`src/rtl/router_pkg.sv`:
```
// Shared router definitions: packet field map and hop-decrement helper.
package router_pkg;

   localparam int unsigned PKT_W      = 16;
   localparam int unsigned PAYLOAD_HI = 15;
   localparam int unsigned PAYLOAD_LO = 8;
   localparam int unsigned DX_HI      = 7;
   localparam int unsigned DX_LO      = 4;
   localparam int unsigned DY_HI      = 3;
   localparam int unsigned DY_LO      = 0;

   typedef struct packed {
      logic [PAYLOAD_HI-PAYLOAD_LO:0] payload;
      logic [DX_HI-DX_LO:0]           dx;
      logic [DY_HI-DY_LO:0]           dy;
   } pkt_t;

   // Consume one eastbound hop; callers guarantee dx != 0.
   function automatic logic [PKT_W-1:0] dec_dx(input logic [PKT_W-1:0] p);
      pkt_t r;
      r    = pkt_t'(p);
      r.dx = r.dx - 4'd1;
      return r;
   endfunction

endpackage

```
`src/rtl/rx_fifo.sv`:
```
// Generic first-word-fall-through FIFO; head is always visible on pop_data.
module rx_fifo #(
   parameter int unsigned WIDTH = 16,
   parameter int unsigned DEPTH = 4
) (
   input  logic                     clk,
   input  logic                     rst_n,
   input  logic                     push,
   input  logic [WIDTH-1:0]         push_data,
   input  logic                     pop,
   output logic [WIDTH-1:0]         pop_data,
   output logic                     full,
   output logic                     empty,
   output logic [$clog2(DEPTH):0]   count
);

   localparam int unsigned AW = $clog2(DEPTH);
   localparam int unsigned CW = AW + 1;

   logic [WIDTH-1:0] mem_q [DEPTH];
   logic [WIDTH-1:0] mem_d [DEPTH];
   logic [AW-1:0]    wr_ptr_q, wr_ptr_d;
   logic [AW-1:0]    rd_ptr_q, rd_ptr_d;
   logic [CW-1:0]    count_q, count_d;
   logic             do_push, do_pop;

   assign full     = (count_q == CW'(DEPTH));
   assign empty    = (count_q == '0);
   assign count    = count_q;
   assign pop_data = mem_q[rd_ptr_q];

   always_comb begin
      do_push  = push && !full;
      do_pop   = pop && !empty;
      mem_d    = mem_q;
      wr_ptr_d = wr_ptr_q;
      rd_ptr_d = rd_ptr_q;
      if (do_push) begin
         mem_d[wr_ptr_q] = push_data;
         wr_ptr_d        = wr_ptr_q + AW'(1);
      end
      if (do_pop) begin
         rd_ptr_d = rd_ptr_q + AW'(1);
      end
      count_d = count_q + CW'(do_push) - CW'(do_pop);
   end

   always_ff @(posedge clk or negedge rst_n) begin
      if (!rst_n) begin
         for (int i = 0; i < int'(DEPTH); i++) mem_q[i] <= '0;
         wr_ptr_q <= '0;
         rd_ptr_q <= '0;
         count_q  <= '0;
      end else begin
         mem_q    <= mem_d;
         wr_ptr_q <= wr_ptr_d;
         rd_ptr_q <= rd_ptr_d;
         count_q  <= count_d;
      end
   end

endmodule

```
`src/rtl/east_link_receiver.sv`:
```
// Eastbound link receiver: hop decrement, dx==0 filtering, FWFT buffering.
// Optional rx/drop statistics counters under RX_STATS_EN.
module east_link_receiver
   import router_pkg::*;
#(
   parameter int unsigned DEPTH = 4
) (
   input  logic             clk,
   input  logic             rst_n,
   input  logic [PKT_W-1:0] link_packet,
   input  logic             link_valid,
   output logic             link_ready,
   output logic [PKT_W-1:0] pkt_out,
   output logic             pkt_valid,
   input  logic             pkt_ready,
   output logic             pkt_is_local,
   output logic             hop_err
`ifdef RX_STATS_EN
   ,
   output logic [15:0]      rx_count,
   output logic [15:0]      drop_count
`endif
);

   localparam int unsigned CW = $clog2(DEPTH) + 1;

   logic [CW-1:0] fifo_count;
   logic          fifo_full, fifo_empty, fifo_pop;
   logic          accept, dx_zero, store, drop;
   logic          hop_err_q, hop_err_d;

   always_comb begin
      accept    = link_valid && !fifo_full;
      dx_zero   = (link_packet[DX_HI:DX_LO] == '0);
      store     = accept && !dx_zero;
      drop      = accept && dx_zero;
      fifo_pop  = pkt_ready && !fifo_empty;
      hop_err_d = hop_err_q || drop;
   end

   rx_fifo #(
      .WIDTH (PKT_W),
      .DEPTH (DEPTH)
   ) u_fifo (
      .clk       (clk),
      .rst_n     (rst_n),
      .push      (store),
      .push_data (dec_dx(link_packet)),
      .pop       (fifo_pop),
      .pop_data  (pkt_out),
      .full      (fifo_full),
      .empty     (fifo_empty),
      .count     (fifo_count)
   );

   assign link_ready   = !fifo_full;
   assign pkt_valid    = (fifo_count != '0);
   assign pkt_is_local = (pkt_out[DX_HI:DX_LO] == '0);
   assign hop_err      = hop_err_q;

   always_ff @(posedge clk or negedge rst_n) begin
      if (!rst_n) hop_err_q <= 1'b0;
      else        hop_err_q <= hop_err_d;
   end

`ifdef RX_STATS_EN
   localparam int unsigned STAT_W = 16;

   logic [STAT_W-1:0] rx_count_q, rx_count_d;
   logic [STAT_W-1:0] drop_count_q, drop_count_d;
   logic              drop_event;

   // Saturating counters; a refused offer and a dx==0 drop never coincide.
   always_comb begin
      drop_event   = drop || (link_valid && fifo_full);
      rx_count_d   = rx_count_q;
      drop_count_d = drop_count_q;
      if (store && (rx_count_q != '1))        rx_count_d   = rx_count_q + STAT_W'(1);
      if (drop_event && (drop_count_q != '1)) drop_count_d = drop_count_q + STAT_W'(1);
   end

   always_ff @(posedge clk or negedge rst_n) begin
      if (!rst_n) begin
         rx_count_q   <= '0;
         drop_count_q <= '0;
      end else begin
         rx_count_q   <= rx_count_d;
         drop_count_q <= drop_count_d;
      end
   end

   assign rx_count   = rx_count_q;
   assign drop_count = drop_count_q;
`endif

endmodule

```
`config.mk`:
```
export PLATFORM = sky130hd
export DESIGN_NAME = east_link_receiver
export DESIGN_NICKNAME = d
export VERILOG_FILES = /design/src/rtl/router_pkg.sv /design/src/rtl/rx_fifo.sv /design/src/rtl/east_link_receiver.sv
export SDC_FILE = /design/constraint.sdc
export NUM_CORES = 1
export LEC_CHECK = 0
export ABC_AREA = 1
export CELL_PAD_IN_SITES_DETAIL_PLACEMENT = 1
export CELL_PAD_IN_SITES_GLOBAL_PLACEMENT = 1
export CORE_MARGIN = 2
export CORE_UTILIZATION = 38
export DETAILED_ROUTE_END_ITERATION = 12
export PLACE_DENSITY_LB_ADDON = 0.1
export SYNTH_ARGS = -nofsm -noshare
export SYNTH_HDL_FRONTEND = slang
export SYNTH_SLANG_ARGS = --single-unit
```
`constraint.sdc`:
```
create_clock -name clk -period 2.25 [get_ports clk]
set_clock_uncertainty 0.2 [all_clocks]
set_input_delay 0.45 -clock clk [delete_from_list [all_inputs] [get_ports clk]]
set_output_delay 0.45 -clock clk [all_outputs]
set_load 0.02 [all_outputs]
```
==> flow_summary.yaml <==
power_and_ir_drop:
  p_clk_share_pct: 14.9
  swShare_pct: 44.47
  power_mw: 6.871
  p_per_area_nw_per_um2: 1507
  p_leak_nw: 2.327
  p_comb_share_pct: 52.6
  p_sw_mw: 3.056
  ir_worst_vdd_v: 0.0006506
  seqPwrFrac_pct: 32.4
  internal_power_mw: 3.815
floorplanning:
  fp.dieH_um: 101.6
  num_rows: 35
  core_um2: 9240
  die_area_um2: 10320
  die_width_um: 101.6
  start_util_pct: 39.15
  pin_count: 40
global_routing:
  use_met1_pct: 32.09
  grt_overflow_total: 0
  antenna_found_initial: 0
  grt_util_met3_pct: 2.622
  use_met2_pct: 37.25
  grt_pass1_wl_mm: 18.00
  grt_start_max_net_pins: 73
  grt_pass1_vias: 3471
  grt_busiest_layer: "met2"
  grt_usage_pct: 22.95
sta:
  maxSlewViolCount: 0
  holdWs_ns: 0.2720
  tns_ns: 0
  setup_ws_ns: 0.05665
  period_share_pct: 97.48
  finalHoldViolCount: 0
  max-slew-margin-rel_pct: 70.40
  tightest_slew_ns: 0.4440
  max_freq_ghz: 0.4559
  setup_viol: 0
  period_needed_ns: 2.193
clock_tree:
  htreeDepth: 3
  clk_latency_ns: 0.34
  path_clk_slew_ns: 0.07
  cts-root-buf: "clkbuf_8"
  clock-sinks: 72
  cts_buffers: 9
  tritoncts: "yes"
  clock_path_buffers: 2
yosys:
  syn-instance-count: 452
  synth_ff_type: "dfrtp_1"
  netlist_area_um2: 3617
  synth_seq_cells: 72
  synth.largest_area_cell: "dfrtp_1"
  synth-edff-count: 0
  yosysTopAreaCellShare_pct: 49.81
  synth_warnings: 0
  ys_types: 21
  synth_nets: 480
  avgSynthCellArea_um2: 8.003
  synth.most_common_cell: "nand2_1"
  synth_area_leaders: "dfrtp_1 50%, nand2_1 17%, nand4_1 11%, o21ai_0 3.7%, nor2_1 2.8%"
  synthArstFlopShare_pct: 100.0
  synth_common_cells: "163 x nand2_1, 72 x dfrtp_1, 62 x nand4_1, 27 x nor2_1, 27 x o21ai_0"
  seq_area_frac_synth_pct: 49.81
critical_path:
  reg2regPathDepth: 9
  required_ns: 1.60
  reg2reg_to: "u_fifo.count[2]"
  cp-start-kind: "flop"
  crit_chain: "buf_12 -> nand2_1 -> nand3_2 -> nand2_2 -> nand2_1 -> nor2_1 -> buf_4"
  worst-path-buf-inv: 2
  slowest_delay_ns: 0.46
  r2r-start: "u_fifo.count[0]"
  slowest_stage: "dfrtp_2"
  critPathTopFamily: "flip-flops"
  path_class: "reg2out"
  cpMostUsedCell: "nand2_1"
  reg2reg_slack_ns: 0.18
  critPathMaxFanout: 18
  worstPathArrival_ns: 1.54
  startpoint: "u_fifo.rd_ptr_q[0]"
  cp-end-kind: "output port"
cells_and_area:
  antenna_cells: 0
  fin_nets: 535
  fillCellCount: 1133
  synthToLayoutAreaGrowth_pct: 26.08
  fin_cells: 640
  layout-drive-gt1-share_pct: 17.81
flow_run:
  max_cap_viol_count: 0
routing:
  drt_iter0_markers: 176
  wl_mm: 10.86
  avgRoutedWirePerCell_um: 16.98
  detail-route-antenna-nets: 0
  drcViolationCount: 0
  drt_pre_antenna_iters: 4
  post_drt_via_cell_ratio: 5.173
  num_vias: 3311
placed_design:
  dpl_worst_slack_ns: -0.2089
  io_buffer_count: 39
  dpl.hpwl_mm: 6.975
  place_inst: 623
  gp_congestion: 0.7624
min_path:
  hold_start: "u_fifo.mem_q[18]"
  min_path_type: "reg2reg"
  whs_endpoint: "u_fifo.mem_q[18]"
  hold-path-cell-count: 2
outcome:
  outcome: "completed"
## worst reg2reg max path, stage by stage (launching register included)
cell	delay, ns
dfrtp_1	0.39
nor2_2	0.14
nand2_2	0.06
nand2_1	0.08
inv_1	0.06
ha_1	0.27
inv_1	0.04
ha_1	0.18
fa_1	0.37
xor2_1	0.16
## placed cells by master (no fill, tap or decap), drive strengths merged
master,instances
nand2,164
dfrtp,72
nand4,64
buf,55
nor2,28
o21ai,27
inv,21
clkdlybuf4s50,20
nand3,15
o22ai,12
clkbuf,12
ha,7
clkinvlp,2
xor2,2
clkdlybuf4s15,2
xnor2,1
o21bai,1
a21oi,1
fa,1
bufinv,1
clkinv,1
dlygate4sd3,1
dlygate4sd2,1
## routing by layer
metal / up-vias / wire, um
met5: - / 0
met3: 6 / 443
met4: 0 / 114
met2: 59 / 5231
met1: 1626 / 5075
li1: 1620 / -
## what timing repair did
action                                 in CTS  in global routing
resized for setup                          64                 24
hold buffers                                1                  0
pin swaps                                   0                  3
endpoints found under the hold margin      72                  0
setup endpoints to repair                  18                 17
buffers inserted                            0                  1
## final cells by class
class	count	area, um2	share of cell area [%]
multi-input combinational	323	1617	35.45
clock buffer	12	145.1	3.182
timing repair buffer	79	703.2	15.42
clock inverter	3	42.54	0.9328
inverter	22	88.84	1.948
tap	129	161.4	3.539
sequential	72	1803	39.53
## worst max path at each step
stage | to | slack (ns) | cells after the start
global route | pkt_is_local | -0.007 | 7
floorplan | u_fifo.count[1] | 0.004 | 8
CTS | pkt_is_local | -0.01 | 8
detailed placement | u_fifo.count[2] | -0.21 | 9
global placement | u_fifo.count[2] | -0.19 | 9
finish | pkt_is_local | 0.06 | 7
## metrics by stage
stage	instance area (um2)	utilization [%]
CTS	4549	49.23
global placement	4377	47.37
floorplan	3628	-
finish	4561	49.36
global route	4561	49.36
detailed placement	4377	47.37
## flip-flops by register name (all words and copies together) (netlist names)
signal	cells
u_fifo.wr_ptr_q	2
hop_err	1
u_fifo.mem_q	64
u_fifo.count	3
u_fifo.rd_ptr_q	2
## cell families after synthesis
| family | synth area share, % |
|---|---|
| buffers and inverters | 6.676 |
| AND/OR/NAND/NOR | 33.55 |
| XOR/XNOR | 0.7265 |
| AO/OA/AOI/OAI | 6.261 |
| flip-flops | 49.81 |
| adder cells (fa/ha/maj) | 2.975 |
## power by group through the flow
stage	Sequential, mW	Clock (mW)	Combinational [mW]
floorplan	2.15	0	2.15
global placement	2.21	0	3.68
detailed placement	2.24	0	3.78
CTS	2.22	1.06	3.63
global route	2.30	1.11	4.03
finish	2.23	1.03	3.62
(Power assumes the default switching activity.)
==> RTL edit: new RTL, same settings <==
Build with the macro `RX_STATS_EN` defined.
--- a/src/rtl/east_link_receiver.sv
+++ b/src/rtl/east_link_receiver.sv
@@ -1,4 +1,6 @@
 // Eastbound link receiver: hop decrement, dx==0 filtering, FWFT buffering.
 // Optional rx/drop statistics counters under RX_STATS_EN.
+`define RX_STATS_EN
+
 module east_link_receiver
    import router_pkg::*;
Behaviour (old outputs only; new: drop_count and rx_count): unchanged (Yosys induction, for registers that start in step).
==> RTL edit against the original RTL <==
Wire length is 34% higher. Sequential cell count is 32 higher. Power up 36%. Via count up 41%. Highest routed layer unchanged. Synthesized area rose by 48%. Critical endpoint is now pkt_out[12]. Design area rose by 52%. Setup slack worse by 0.049 ns. Count of clock-buffer cells in the layout is 2 higher. Largest cell class unchanged.
==> RTL edit: results (changes against the original RTL) <==
outcome: complete, no violations
met1 WL: 6470 µm (+28%)
register area share after synthesis: 0.487 (-0.0106)
hold path startpoint: u_fifo.mem_q[24]
Clock buf/inv share: 0.0414 (+0.000273)
reg2reg end: u_fifo.count[1]
Inst Count DP: 924 (+48%)
met3 WL: 572 µm (+29%)
Post-Layout Cell Count: 950 (+48%)
M1 GR Usage: 0.249 (-0.0720)
met3 Resource Use GR: 0.0562 (+0.0300)
comb_multi_in: 481 (+49%)
via count: 4,666 (+41%)
Worst Path Arrival: 1.59 ns (+0.05 ns)
clock buffer count: 14 (+2)
reg-to-reg setup timing slack: 0.06 ns (-0.12 ns)
Hold EP: u_fifo.mem_q[24]
gpl congestion: 0.790 (+3.6%)
Int Power: 0.00554 W (+45%)
Post-CTS Resized: 101 (+58%)
Iteration-0 DRC Markers: 225 (+28%)
GR Layer Usage met2: 0.359 (-0.0131)
sequential cell area share: 0.376 (-0.0189)
Area after DPL: 0.00640 mm² (+46%)
die area: 0.0150 mm² (+46%)
NonClk Buf Share: 0.166 (+0.0121)
hold slack: 0.286 ns (+0.0137 ns)
Non-CTS buffers: 111 (+41%)
Reg area: 0.00260 mm² (+44%)
WL met2: 7330 µm (+40%)
final net count: 795 (+49%)
share of cells above drive strength 1: 0.157 (-0.0209)
most instantiated cells after synthesis: nand2_1, dfrtp_1, o21ai_0
Setup crit end: pkt_out[12]
invs w/o clock: 58 (+160%)
R2R Path Start: u_fifo.count[1]
## RTL edit: changes by cell type after synthesis, moves of 7 or more
cell | before | now
xnor2_1 | 1 | 9
nand4_1 | 62 | 7
o21ai_0 | 27 | 84
buf_6 | 0 | 11
o21ai_1 | 0 | 10
dfrtp_1 | 72 | 104
inv_1 | 21 | 55
nand3_1 | 15 | 22
xor2_1 | 2 | 11
nand2_1 | 163 | 237
clkbuf_1 | 17 | 4
nor2_1 | 27 | 54
## RTL edit: critical path, delay by kind of cell, from the launching register on
| kind | cells | cell delay [ns] |
|---|---|---|
| AOI/OAI and AO/OA | 2 | 0.33 |
| buffers and inverters | 3 | 0.45 |
| DFF | 1 | 0.45 |
## RTL edit: cell families after synthesis
group                      synth area share
AOI/OAI and AO/OA                     0.112
xor gates and xnor gates             0.0328
adders and majority gates            0.0248
buffers and inverters                0.0771
DFF                                   0.487
and+or+nand+nor                       0.266
